**src/rtl/wbs_sram_ctrl_if.sv**
```systemverilog
// Wishbone classic bus between the UART bridge (master) and the SRAM controller (slave).
// Signal names keep the slave-side spelling so both ends trace back to one port list.
interface wbs_sram_ctrl_if #(
    parameter int DATA_WIDTH = 32,
    parameter int ADDR_WIDTH = 32
) ();
    logic                    wb_cyc_i;
    logic                    wb_stb_i;
    logic                    wb_we_i;
    logic [DATA_WIDTH/8-1:0] wb_sel_i;
    logic [ADDR_WIDTH-1:0]   wb_adr_i;
    logic [DATA_WIDTH-1:0]   wb_dat_i;
    logic [DATA_WIDTH-1:0]   wb_dat_o;
    logic                    wb_ack_o;

    modport master (
        output wb_cyc_i, wb_stb_i, wb_we_i, wb_sel_i, wb_adr_i, wb_dat_i,
        input  wb_dat_o, wb_ack_o
    );

    modport slave (
        input  wb_cyc_i, wb_stb_i, wb_we_i, wb_sel_i, wb_adr_i, wb_dat_i,
        output wb_dat_o, wb_ack_o
    );
endinterface

```
**src/rtl/wbs_sram_ctrl.sv**
```systemverilog
// Wishbone classic slave in front of a single-port synchronous SRAM macro.
// One ack per strobe; read data is held on wb_dat_o until the next read capture.
module wbs_sram_ctrl #(
    parameter int                    DATA_WIDTH     = 32,
    parameter int                    ADDR_WIDTH     = 32,
    parameter int                    MEM_ADDR_WIDTH = 8,
    parameter logic [ADDR_WIDTH-1:0] BASE_ADDR      = 32'h3000_0000,
    parameter int                    READ_LATENCY   = 1
) (
    input  logic                      clk,
    input  logic                      rst_n,
    wbs_sram_ctrl_if.slave            wb,
    output logic                      sram_csb_o,
    output logic                      sram_web_o,
    output logic [DATA_WIDTH/8-1:0]   sram_wmask_o,
    output logic [MEM_ADDR_WIDTH-1:0] sram_addr_o,
    output logic [DATA_WIDTH-1:0]     sram_din_o,
    input  logic [DATA_WIDTH-1:0]     sram_dout_i,
    output logic                      o_range_err,
    output logic                      o_busy
);
    localparam int         SEL_W  = DATA_WIDTH / 8;
    localparam logic [1:0] RL_CNT = 2'(READ_LATENCY);

    typedef enum logic [2:0] {IDLE, WR, RD_WAIT, ACK, HOLD} state_t;

    state_t                    state, state_nxt;
    logic [1:0]                cnt, cnt_nxt;
    logic                      ack_q, ack_nxt;
    logic [DATA_WIDTH-1:0]     dat_q, dat_nxt;
    logic                      csb_nxt, web_nxt, rerr_nxt;
    logic [SEL_W-1:0]          wmask_nxt;
    logic [MEM_ADDR_WIDTH-1:0] addr_nxt;
    logic [DATA_WIDTH-1:0]     din_nxt;

    logic                      req, in_win;
    logic [MEM_ADDR_WIDTH-1:0] word_addr;
    logic                      unused_adr;

    assign req        = wb.wb_cyc_i & wb.wb_stb_i;
    assign in_win     = wb.wb_adr_i[ADDR_WIDTH-1:MEM_ADDR_WIDTH+2]
                        == BASE_ADDR[ADDR_WIDTH-1:MEM_ADDR_WIDTH+2];
    assign word_addr  = wb.wb_adr_i[MEM_ADDR_WIDTH+1:2];
    // Byte offset within a word plays no part in the access.
    assign unused_adr = ^wb.wb_adr_i[1:0];

    assign wb.wb_ack_o = ack_q;
    assign wb.wb_dat_o = dat_q;

    always_comb begin
        state_nxt = state;
        cnt_nxt   = cnt;
        ack_nxt   = 1'b0;
        rerr_nxt  = 1'b0;
        csb_nxt   = 1'b1;
        web_nxt   = 1'b1;
        wmask_nxt = '0;
        addr_nxt  = sram_addr_o;
        din_nxt   = sram_din_o;
        dat_nxt   = dat_q;

        unique case (state)
            IDLE: begin
                if (req) begin
                    if (!in_win) begin
                        ack_nxt   = 1'b1;
                        rerr_nxt  = 1'b1;
                        if (!wb.wb_we_i) dat_nxt = '0;
                        state_nxt = HOLD;
                    end else begin
                        csb_nxt  = 1'b0;
                        addr_nxt = word_addr;
                        if (wb.wb_we_i) begin
                            web_nxt   = 1'b0;
                            din_nxt   = wb.wb_dat_i;
                            wmask_nxt = wb.wb_sel_i;
                            state_nxt = WR;
                        end else begin
                            cnt_nxt   = RL_CNT;
                            state_nxt = RD_WAIT;
                        end
                    end
                end
            end
            WR: begin
                // The write was already issued; dropping cyc only suppresses the ack.
                if (!wb.wb_cyc_i) begin
                    state_nxt = IDLE;
                end else begin
                    ack_nxt   = 1'b1;
                    state_nxt = HOLD;
                end
            end
            RD_WAIT: begin
                if (!wb.wb_cyc_i) begin
                    state_nxt = IDLE;
                end else if (cnt == 2'd1) begin
                    dat_nxt   = sram_dout_i;
                    ack_nxt   = 1'b1;
                    state_nxt = HOLD;
                end else begin
                    cnt_nxt = cnt - 2'd1;
                end
            end
            HOLD: begin
                if (!wb.wb_cyc_i || !wb.wb_stb_i) state_nxt = IDLE;
            end
            // Ack is raised on the transition into HOLD, so ACK is never entered.
            ACK:     state_nxt = HOLD;
            default: state_nxt = IDLE;
        endcase
    end

    always_ff @(posedge clk or negedge rst_n) begin
        if (!rst_n) begin
            state        <= IDLE;
            cnt          <= '0;
            ack_q        <= 1'b0;
            dat_q        <= '0;
            sram_csb_o   <= 1'b1;
            sram_web_o   <= 1'b1;
            sram_wmask_o <= '0;
            sram_addr_o  <= '0;
            sram_din_o   <= '0;
            o_range_err  <= 1'b0;
            o_busy       <= 1'b0;
        end else begin
            state        <= state_nxt;
            cnt          <= cnt_nxt;
            ack_q        <= ack_nxt;
            dat_q        <= dat_nxt;
            sram_csb_o   <= csb_nxt;
            sram_web_o   <= web_nxt;
            sram_wmask_o <= wmask_nxt;
            sram_addr_o  <= addr_nxt;
            sram_din_o   <= din_nxt;
            o_range_err  <= rerr_nxt;
            o_busy       <= (state_nxt != IDLE);
        end
    end
endmodule
```
**src/flat_wrapper.sv**
```systemverilog
// flat-port wrapper written by rule: the top's interface ports become plain ports
module wbs_sram_ctrl_flat 
#(
    parameter int                    DATA_WIDTH     = 32,
    parameter int                    ADDR_WIDTH     = 32,
    parameter int                    MEM_ADDR_WIDTH = 8,
    parameter logic [ADDR_WIDTH-1:0] BASE_ADDR      = 32'h3000_0000,
    parameter int                    READ_LATENCY   = 1
)
  (clk, rst_n, sram_csb_o, sram_web_o, sram_wmask_o, sram_addr_o, sram_din_o, sram_dout_i, o_range_err, o_busy, wb_wb_cyc_i, wb_wb_stb_i, wb_wb_we_i, wb_wb_sel_i, wb_wb_adr_i, wb_wb_dat_i, wb_wb_dat_o, wb_wb_ack_o);
  wbs_sram_ctrl_if #(.DATA_WIDTH(DATA_WIDTH), .ADDR_WIDTH(ADDR_WIDTH)) wb_i ();
  input  logic clk;
  input  logic rst_n;
  output logic sram_csb_o;
  output logic sram_web_o;
  output logic [DATA_WIDTH/8-1:0] sram_wmask_o;
  output logic [MEM_ADDR_WIDTH-1:0] sram_addr_o;
  output logic [DATA_WIDTH-1:0] sram_din_o;
  input  logic [DATA_WIDTH-1:0] sram_dout_i;
  output logic o_range_err;
  output logic o_busy;
  input wire logic [$bits(wb_i.wb_cyc_i)-1:0] wb_wb_cyc_i;
  input wire logic [$bits(wb_i.wb_stb_i)-1:0] wb_wb_stb_i;
  input wire logic [$bits(wb_i.wb_we_i)-1:0] wb_wb_we_i;
  input wire logic [$bits(wb_i.wb_sel_i)-1:0] wb_wb_sel_i;
  input wire logic [$bits(wb_i.wb_adr_i)-1:0] wb_wb_adr_i;
  input wire logic [$bits(wb_i.wb_dat_i)-1:0] wb_wb_dat_i;
  output wire logic [$bits(wb_i.wb_dat_o)-1:0] wb_wb_dat_o;
  output wire logic [$bits(wb_i.wb_ack_o)-1:0] wb_wb_ack_o;
  assign wb_i.wb_cyc_i = wb_wb_cyc_i;
  assign wb_i.wb_stb_i = wb_wb_stb_i;
  assign wb_i.wb_we_i = wb_wb_we_i;
  assign wb_i.wb_sel_i = wb_wb_sel_i;
  assign wb_i.wb_adr_i = wb_wb_adr_i;
  assign wb_i.wb_dat_i = wb_wb_dat_i;
  assign wb_wb_dat_o = wb_i.wb_dat_o;
  assign wb_wb_ack_o = wb_i.wb_ack_o;
  wbs_sram_ctrl #(.DATA_WIDTH(DATA_WIDTH), .ADDR_WIDTH(ADDR_WIDTH), .MEM_ADDR_WIDTH(MEM_ADDR_WIDTH), .BASE_ADDR(BASE_ADDR), .READ_LATENCY(READ_LATENCY)) u_core (.clk(clk), .rst_n(rst_n), .wb(wb_i), .sram_csb_o(sram_csb_o), .sram_web_o(sram_web_o), .sram_wmask_o(sram_wmask_o), .sram_addr_o(sram_addr_o), .sram_din_o(sram_din_o), .sram_dout_i(sram_dout_i), .o_range_err(o_range_err), .o_busy(o_busy));
endmodule
```
**config.mk**
```make
export PLATFORM = sky130hd
export DESIGN_NAME = wbs_sram_ctrl_flat
export DESIGN_NICKNAME = d
export VERILOG_FILES = /design/src/rtl/wbs_sram_ctrl_if.sv /design/src/rtl/wbs_sram_ctrl.sv /design/src/flat_wrapper.sv
export SDC_FILE = /design/constraint.sdc
export NUM_CORES = 1
export LEC_CHECK = 0
export ABC_AREA = 1
export CORE_ASPECT_RATIO = 0.6
export CORE_MARGIN = 2
export CORE_UTILIZATION = 37
export CTS_CLUSTER_SIZE = 25
export DETAILED_ROUTE_END_ITERATION = 6
export PLACE_DENSITY = 0.76
export SYNTH_ARGS = -nofsm -noshare
export SYNTH_HDL_FRONTEND = slang
export SYNTH_SLANG_ARGS = --single-unit
```
**constraint.sdc**
```tcl
create_clock -name clk -period 1.47 [get_ports clk]
set_input_delay 0.294 -clock clk [delete_from_list [all_inputs] [get_ports clk]]
set_output_delay 0.294 -clock clk [all_outputs]
set_load 0.02 [all_outputs]
```
==> run metrics <==
Yosys reg bits 86; Post-DRT Antenna Nets 0; final setup fails 47; vias per cell 4.66; Placer Congestion 0.779; Net Count, Synth 582; Placement Rows 28; reg-to-reg startpoint u_core.state[2]; Worst IR Drop VDD 547 uV; ANT cells 0; worst hold-check path type input pin to async pin; drt drc 0; wire per inst 15.1 um; H-tree levels 3; Reg clk slew, reported paths 0.06 ns; Reg2Reg Setup Slack -0.12 ns; Avg Cell Area, Syn 7.99 sq um; Least-Margin Pin Slew 0.403 ns; status finished, violations left; global route overflow 0; CTS Buf Count 9; overall routing resource usage 19.2%; Max Slew Vio Count 0; DR vias 3,908; drt pass-1 iters 4; CP Capture Type flop; placed cell areas 6000 sq um; CTS tree done; layout cells sized above 1 19.1%; core box area 9910 sq um; # clock sinks 86; initial DRC count 97; register area share after synthesis 56.6%; DP HPWL 7920 um; WP data arrival 1.81 ns; Initial Util 38.4%; buffers added on ports 183; Worst-Skew Late Latency 0.33 ns; final net count 804; setup TNS -1.98 ns; post-layout instance area 6810 sq um; vias in the first global route 3,533; Layout area overhead 79.1%; Tmin final 1.59 ns; pin count of the biggest net entering global routing 37; reg2reg end u_core.sram_din_o[9]; Design Power 5.63 mW; Post-Syn Area 3800 sq um; kind of critical path flop to flop; num ports 186; final clock skew 0.00618 ns; CTS root buf clkbuf_16; pre-CTS setup slack -0.464 ns; Non-Filler Instances 838; max cap viols 0; Max Fclk 631 MHz; Synth Instances 476; setup ws final -0.115 ns; WL final 12,600 um; failing checks negative setup slack; Distinct cells, synth 20; startpoint types flop; crit path max fanout 7; Core Util, Final 68.7%; R2R cell count 8; number of synthesis warnings 0; PD cells 827 nW/um^2; final hold vios 0; RSZ-0062 raised after global routing true; Die H 82.5 um; static leakage 4.02 nW; first-pass GRT wire length 16,800 um; worst rel slew slack 73.1%; placed insts 802; initial antenna violation count 0; worst hold slack 0.435 ns; Tcrit/Tclk final 108%; Longest Clk Path Bufs 2; die width 135 um; Critical Path RT 1.70 ns; die area 11,100 sq um
[synth_stat cells]
| master | count | area share, % |
|---|---|---|
| buf_2 | 9 | 1.2 |
| buf_4 | 1 | 0.20 |
| clkbuf_1 | 8 | 0.79 |
| dfrtp_1 | 84 | 55 |
| dfstp_2 | 2 | 1.4 |
| ha_1 | 1 | 0.33 |
| inv_1 | 89 | 8.8 |
| inv_2 | 2 | 0.20 |
| nand2_1 | 128 | 13 |
| nand2_2 | 2 | 0.33 |
| nand3_1 | 44 | 5.8 |
| nand3_4 | 1 | 0.46 |
| nand4_1 | 2 | 0.33 |
| nor2_1 | 59 | 5.8 |
| nor2_4 | 1 | 0.30 |
| nor3_4 | 1 | 0.43 |
| o211ai_2 | 1 | 0.33 |
| o21a_1 | 1 | 0.20 |
| o21ai_0 | 10 | 1.3 |
| o21ai_1 | 30 | 3.9 |
[cell type report]
type                       count  area, sq um
clock buffer                  12          236
clock inverter                 4         72.6
fill                         783         3100
inverter                      91          342
multi-input combinational    281         1470
sequential                    86         2160
tap                          135          169
timing repair buffer         229         2370
[worst max path at each step]
stage | from | endpoint | slack [ns] | cells after the start
floorplan | u_core.state[1] | u_core.sram_din_o[10] | 0.03 | 7
global placement | wb_wb_adr_i[23] | u_core.sram_addr_o[2] | -0.40 | 9
detailed placement | wb_wb_adr_i[19] | u_core.sram_addr_o[2] | -0.46 | 9
CTS | wb_wb_adr_i[13] | u_core.sram_din_o[1] | -0.02 | 10
global route | u_core.state[2] | u_core.sram_din_o[9] | -0.17 | 8
finish | u_core.state[2] | u_core.sram_din_o[9] | -0.12 | 8
[critical path, stage by stage (launching register included)]
cell	delay [ns]
dfrtp_2	0.44
buf_6	0.13
nor3_4	0.13
nand2_2	0.09
inv_2	0.08
nand3_4	0.10
buf_12	0.17
clkbuf_16	0.16
o21ai_1	0.20
[layout by cell type, fill, tap and decap left out, types with 2 or more instances in the layout]
cell type	netlist	routed
dfrtp_2	0	2
nor2_1	59	43
dfrtp_1	84	82
nand3_4	1	3
nand3_1	44	41
o21ai_0	10	2
dfstp_2	2	2
o21ai_1	30	30
buf_6	0	8
o21ai_2	0	8
dlymetal6s2s_1	0	22
inv_2	2	3
buf_12	0	8
nand2_4	0	9
nor2_4	1	3
nand2_1	128	94
clkbuf_1	8	3
nor2_2	0	14
clkbuf_16	0	15
nand4_1	2	2
inv_1	89	88
dlygate4sd2_1	0	79
clkdlybuf4s50_1	0	79
nand2_2	2	27
bufinv_16	0	2
buf_4	1	23
[state kept, by name, summed over array words and instances, names as in the netlist]
name,cells
u_core.sram_din_o,32
u_core.sram_wmask_o,4
u_core.wb.wb_dat_o,32
u_core.state,3
u_core.sram_web_o,1
u_core.sram_addr_o,8
u_core.sram_csb_o,1
u_core.cnt,2
u_core.o_busy,1
u_core.wb.wb_ack_o,1
u_core.o_range_err,1
[cells by family (layout without fill, tap and decap cells)]
group,Yosys count,after routing,share of synthesized area [%]
fa+ha+maj,1,1,0.329
buf+inv,109,336,11.2
flops,86,86,56.6
simple gates,238,238,26.1
compound gates,42,42,5.79
[report_power, final]
part           switching [mW]  internal [mW]  total, mW
clock                   0.874           1.49       2.36
sequential             0.0402           2.42       2.46
combinational           0.381          0.432      0.813
total                    1.29           4.34       5.63
[metal layers]
metal  up-vias  routed length (um)  global-route usage (%)  share of wire [%]
met5         -                   0                       0                  0
met4         0                 176                    4.53                1.4
met3        20                 964                    5.74                7.6
met2       170                6190                    31.1                 49
met1      1838                5290                    25.7                 42
li1       1880                   -                       -                  -
[repair_timing]
| action | CTS | global route |
|---|---|---|
| hold buffers | 1 | 0 |
| buffers inserted | 3 | 5 |
| gates resized for setup | 97 | 103 |
| pin swaps | 2 | 15 |
| hold endpoints to repair | 23 | 0 |
| endpoints found under the setup margin | 149 | 84 |
| cloned | 0 | 11 |
(Power assumes the default switching activity.)
==> variant 1: new RTL, same flow settings <==
`dat_q`, `sram_addr_o` and `sram_din_o` no longer have a reset.
--- a/src/rtl/wbs_sram_ctrl.sv
+++ b/src/rtl/wbs_sram_ctrl.sv
@@ -116,26 +116,26 @@
             state        <= IDLE;
             cnt          <= '0;
             ack_q        <= 1'b0;
-            dat_q        <= '0;
             sram_csb_o   <= 1'b1;
             sram_web_o   <= 1'b1;
             sram_wmask_o <= '0;
-            sram_addr_o  <= '0;
-            sram_din_o   <= '0;
             o_range_err  <= 1'b0;
             o_busy       <= 1'b0;
         end else begin
             state        <= state_nxt;
             cnt          <= cnt_nxt;
             ack_q        <= ack_nxt;
-            dat_q        <= dat_nxt;
             sram_csb_o   <= csb_nxt;
             sram_web_o   <= web_nxt;
             sram_wmask_o <= wmask_nxt;
-            sram_addr_o  <= addr_nxt;
-            sram_din_o   <= din_nxt;
             o_range_err  <= rerr_nxt;
             o_busy       <= (state_nxt != IDLE);
         end
     end
+
+    always_ff @(posedge clk) begin
+        dat_q       <= dat_nxt;
+        sram_addr_o <= addr_nxt;
+        sram_din_o  <= din_nxt;
+    end
 endmodule
Function: changed (Yosys sat finds a counterexample within 4 cycles, from zero or initial values and one cycle with rst_n low).
==> variant 1 against the unedited design <==
The run still ends with negative setup slack left. Via count fell by 35%. Final cell count shrank 30%. Setup slack got worse by 0.12 ns. Power grew 16%. Count of clock-buffer cells in the layout down 2. Routed wire length decreased by 31%. Design area fell by 14%. Synthesized area is 16% lower. Sequential cell count is the same.
==> variant 1: results <==
{
  "wl_met3_mm": 1.12,
  "postPlaceCellArea_mm2": 0.00537,
  "clock_skew_ns": 0.00722,
  "grt_max_degree": 33,
  "wl_met1_mm": 3.34,
  "yosys-top-cells-area": "edfxtp_1, dfrtp_1, nor2_1",
  "dpl_worst_slack_ns": -0.503,
  "grtUsageMet3": 0.106,
  "drtIter0Drc": 88,
  "total_leakage_power_uw": 0.00264,
  "netlist_instances": 244,
  "use_met2": 0.297,
  "synth_edf_count": 72,
  "crit_fanout": 8,
  "outcome": "finished, violations left",
  "setup_viol": 64,
  "ff2ff_path_depth": 9,
  "hold_ws_ns": 0.268,
  "grt.total_usage": 0.180,
  "dpl.hpwl_mm": 6.08,
  "vdd_drop_max_mv": 0.778,
  "crit_arrival_ns": 1.75,
  "regToRegEndpoint": "u_core.wb.wb_dat_o[23]$_SDFFCE_PN0P_",
  "dpl.cell_count": 556,
  "grt_pass1_wl_mm": 12.7,
  "drive_gt1_frac": 0.199,
  "violations": "negative setup slack",
  "synthArstFlopShare": 0.163,
  "routed-via-count": 2540,
  "setup_tns_ns": -12.47,
  "first_global_vias": 2620,
  "layout_setup_ws_ns": -0.235,
  "ys_seq_area_frac": 0.785,
  "max-slew-margin-rel": 0.794,
  "grt_use_met1": 0.196,
  "synth_nets": 350,
  "final_cells": 590,
  "finalNetCount": 579
}
[variant 1: where the power goes]
part / internal [µW] / switching (µW)
Combinational: 684 / 637
Sequential: 2860 / 62.8
Clock: 1380 / 907
Total: 4930 / 1610
[variant 1: cell type report]
cell class	count	area, µm²
well taps	112	140
clock buffers	10	239
fillers	607	2570
inverters	51	205
flip-flops and latches	86	2520
repair buffers	221	2140
multi-input cells	104	574
clock inverters	6	68.8
[variant 1: repair_timing]
| action | in CTS | in global routing |
|---|---|---|
| setup endpoints to repair | 153 | 78 |
| cloned | 2 | 3 |
| buffers inserted | 8 | 9 |
| pin swaps | 3 | 14 |
| resized for setup | 113 | 23 |
[variant 1: worst max-delay path by stage]
| stage | end | cells after the start | from |
|---|---|---|---|
| 2_1_floorplan | u_core.wb.wb_dat_o[0]$_SDFFCE_PN0P_ | 7 | u_core.state[0]$_DFF_PN0_ |
| 3_3_place_gp | u_core.sram_din_o[16]$_DFFE_PP_ | 9 | wb_wb_adr_i[25] |
| 3_5_place_dp | u_core.sram_din_o[3]$_DFFE_PP_ | 10 | wb_wb_adr_i[28] |
| 4_1_cts | u_core.wb.wb_dat_o[17]$_SDFFCE_PN0P_ | 8 | u_core.state[2]$_DFF_PN0_ |
| 5_1_grt | u_core.wb.wb_dat_o[23]$_SDFFCE_PN0P_ | 9 | u_core.state[2]$_DFF_PN0_ |
| 6_report | u_core.wb.wb_dat_o[23]$_SDFFCE_PN0P_ | 9 | u_core.state[2]$_DFF_PN0_ |
[variant 1: logic make-up after synthesis]
group	after synthesis	share of synthesized area
buffers and inverters	54	0.0652
adders and majority gates	1	0.00390
AOI/OAI and AO/OA	1	0.00273
DFF	86	0.785
and+or+nand+nor	102	0.143
==> variant 2: new RTL, config.mk and constraints unchanged <==
Without the edit above. `MEM_ADDR_WIDTH` is set to 8 in 2 places; all go to 9.
--- a/src/rtl/wbs_sram_ctrl.sv
+++ b/src/rtl/wbs_sram_ctrl.sv
@@ -3,7 +3,7 @@
 module wbs_sram_ctrl #(
     parameter int                    DATA_WIDTH     = 32,
     parameter int                    ADDR_WIDTH     = 32,
-    parameter int                    MEM_ADDR_WIDTH = 8,
+    parameter int                    MEM_ADDR_WIDTH = 9,
     parameter logic [ADDR_WIDTH-1:0] BASE_ADDR      = 32'h3000_0000,
     parameter int                    READ_LATENCY   = 1
 ) (
--- a/src/flat_wrapper.sv
+++ b/src/flat_wrapper.sv
@@ -3,7 +3,7 @@
 #(
     parameter int                    DATA_WIDTH     = 32,
     parameter int                    ADDR_WIDTH     = 32,
-    parameter int                    MEM_ADDR_WIDTH = 8,
+    parameter int                    MEM_ADDR_WIDTH = 9,
     parameter logic [ADDR_WIDTH-1:0] BASE_ADDR      = 32'h3000_0000,
     parameter int                    READ_LATENCY   = 1
 )
Ports: changed (resized sram_addr_o); port bits go from 186 to 187. No check against the original RTL was run, so the function may have changed too.
==> variant 2 against the unedited design <==
The run ends with negative hold slack, negative setup slack left. Sequential cell count is 1 higher. Critical path depth is 3 higher. Power down 0.87%. Setup slack gained 0.014 ns. First-iteration DRC count down 11%. Routed wire length fell by 10%. Design area down 0.64%. Synthesized area increased by 4.4%. Critical endpoint is now u_core.sram_din_o[27]$_DFFE_PN0P_.
==> variant 2: results <==
{
  "layout_setup_ws_ns": -0.101,
  "hp-class": "in2async",
  "postPlaceCellArea_mm2": 0.00601,
  "dpl.hpwl_mm": 7.28,
  "numPortBuffers": 184,
  "p_int_uw": 4320,
  "use_met2": 0.314,
  "hold_ws_ns": -0.00448,
  "setup_viol": 66,
  "critPathMaxStageDelay_ns": 0.24,
  "setup_tns_ns": -2.87,
  "total_leakage_power_uw": 0.00355,
  "grt_pass1_wl_mm": 17.3,
  "outcome": "finished, violations left",
  "drive_gt1_frac": 0.288,
  "clock_skew_ns": 0.00685,
  "crit_fanout": 8,
  "hold_viol": 1,
  "ys_seq_area_frac": 0.549,
  "finalNetCount": 760,
  "n_fill_cell": 863,
  "crit_arrival_ns": 1.78,
  "first_global_vias": 3625,
  "grtUsageMet3": 0.0634,
  "wl_mm": 11.3,
  "viasPerCell": 4.65,
  "worst_path_max_delay_cell": "dlygate4sd2_1",
  "ys_types": 21,
  "yosys-top-cells-area": "dfrtp_1, nand2_1, o21ai_2",
  "grt.total_usage": 0.190,
  "cp-startpoint": "wb_wb_adr_i[12]",
  "violations": "negative hold slack, negative setup slack",
  "r2r_start": "u_core.state[1]$_DFF_PN0_",
  "synth_nets": 539,
  "synthTopCellsByCount": "nand2_1, dfrtp_1, inv_1",
  "grt_use_met1": 0.246
}
variant 2: changes by cell type after synthesis, sizes merged:
cell    delta
a21oi      +1
buf        +7
clkbuf     -8
dfrtp      +1
inv       -26
nand2      +4
nand3     -35
nand4      +2
nor2      -23
o211ai     -1
o21a       -1
o21ai     +35
or2        +1
variant 2: repair_timing:
action	4_1_cts	5_1_grt
hold buffers	0	0
gates cloned	5	2
setup endpoints to repair	151	83
resized for setup	130	74
pin swaps	1	17
setup buffers	14	6
variant 2: kinds of logic (layout without fill, tap and decap cells):
logic type      after synthesis  in the layout  synth area share
compound gates               76             76             0.147
fa+ha+maj                     1              1           0.00315
buf+inv                      82            306             0.103
flops                        87             87             0.549
simple gates                187            187             0.198
variant 2: through the flow:
stage	hold slack, ns	util	std cells	setup slack (ns)
floorplan	-0.00159	-	433	0.119
global placement	0.360	0.571	755	-0.381
detailed placement	0.366	0.571	755	-0.415
CTS	0.0163	0.620	788	-0.0339
global route	0.0312	0.643	796	-0.160
finish	-0.00448	0.643	796	-0.101
variant 2: final timing paths:
| path | endpoint | slack, ns | cells after the start |
|---|---|---|---|
| setup / recovery | u_core.sram_din_o[27]$_DFFE_PN0P_ | -0.10 | 11 |
| hold / removal | u_core.sram_din_o[30]$_DFFE_PN0P_ | -0.004 | 2 |
| setup reg to reg | u_core.sram_din_o[27]$_DFFE_PN0P_ | -0.06 | 8 |
| hold reg to reg | u_core.wb.wb_dat_o[18]$_DFFE_PN0P_ | 0.47 | 2 |
| max in group asynchronous | u_core.state[2]$_DFF_PN0_ | 1.11 | 2 |
| min in group clk | u_core.wb.wb_dat_o[18]$_DFFE_PN0P_ | 0.47 | 2 |
variant 2: cell type report:
class	count	area share
clock inverter	4	0.0107
timing repair buffer	227	0.337
sequential	87	0.323
tap	139	0.0257
clock buffer	10	0.0338
multi-input combinational	264	0.234
inverter	65	0.0364
variant 2: critical path: cells and delay by family:
kind / cells / cell delay (ns)
and+or+nand+nor: 7 / 0.87
buffers and inverters: 3 / 0.58
AOI/OAI and AO/OA: 1 / 0.05
variant 2: per-layer routing:
| layer | vias to the layer above | routed length (µm) | share of wire |
|---|---|---|---|
| met1 | 1758 | 4960 | 0.44 |
| met2 | 152 | 5180 | 0.46 |
| met4 | 0 | 126 | 0.011 |
| li1 | 1773 | - | - |
| met5 | - | 0 | 0 |
| met3 | 17 | 1020 | 0.091 |
variant 2: power by group through the flow:
stage               Clock [µW]  Combinational, µW  Sequential [µW]
floorplan                    0                246             2560
global placement             0                734             2520
detailed placement           0                748             2520
CTS                       2380                746             2480
global route              2480                851             2490
finish                    2320                783             2480
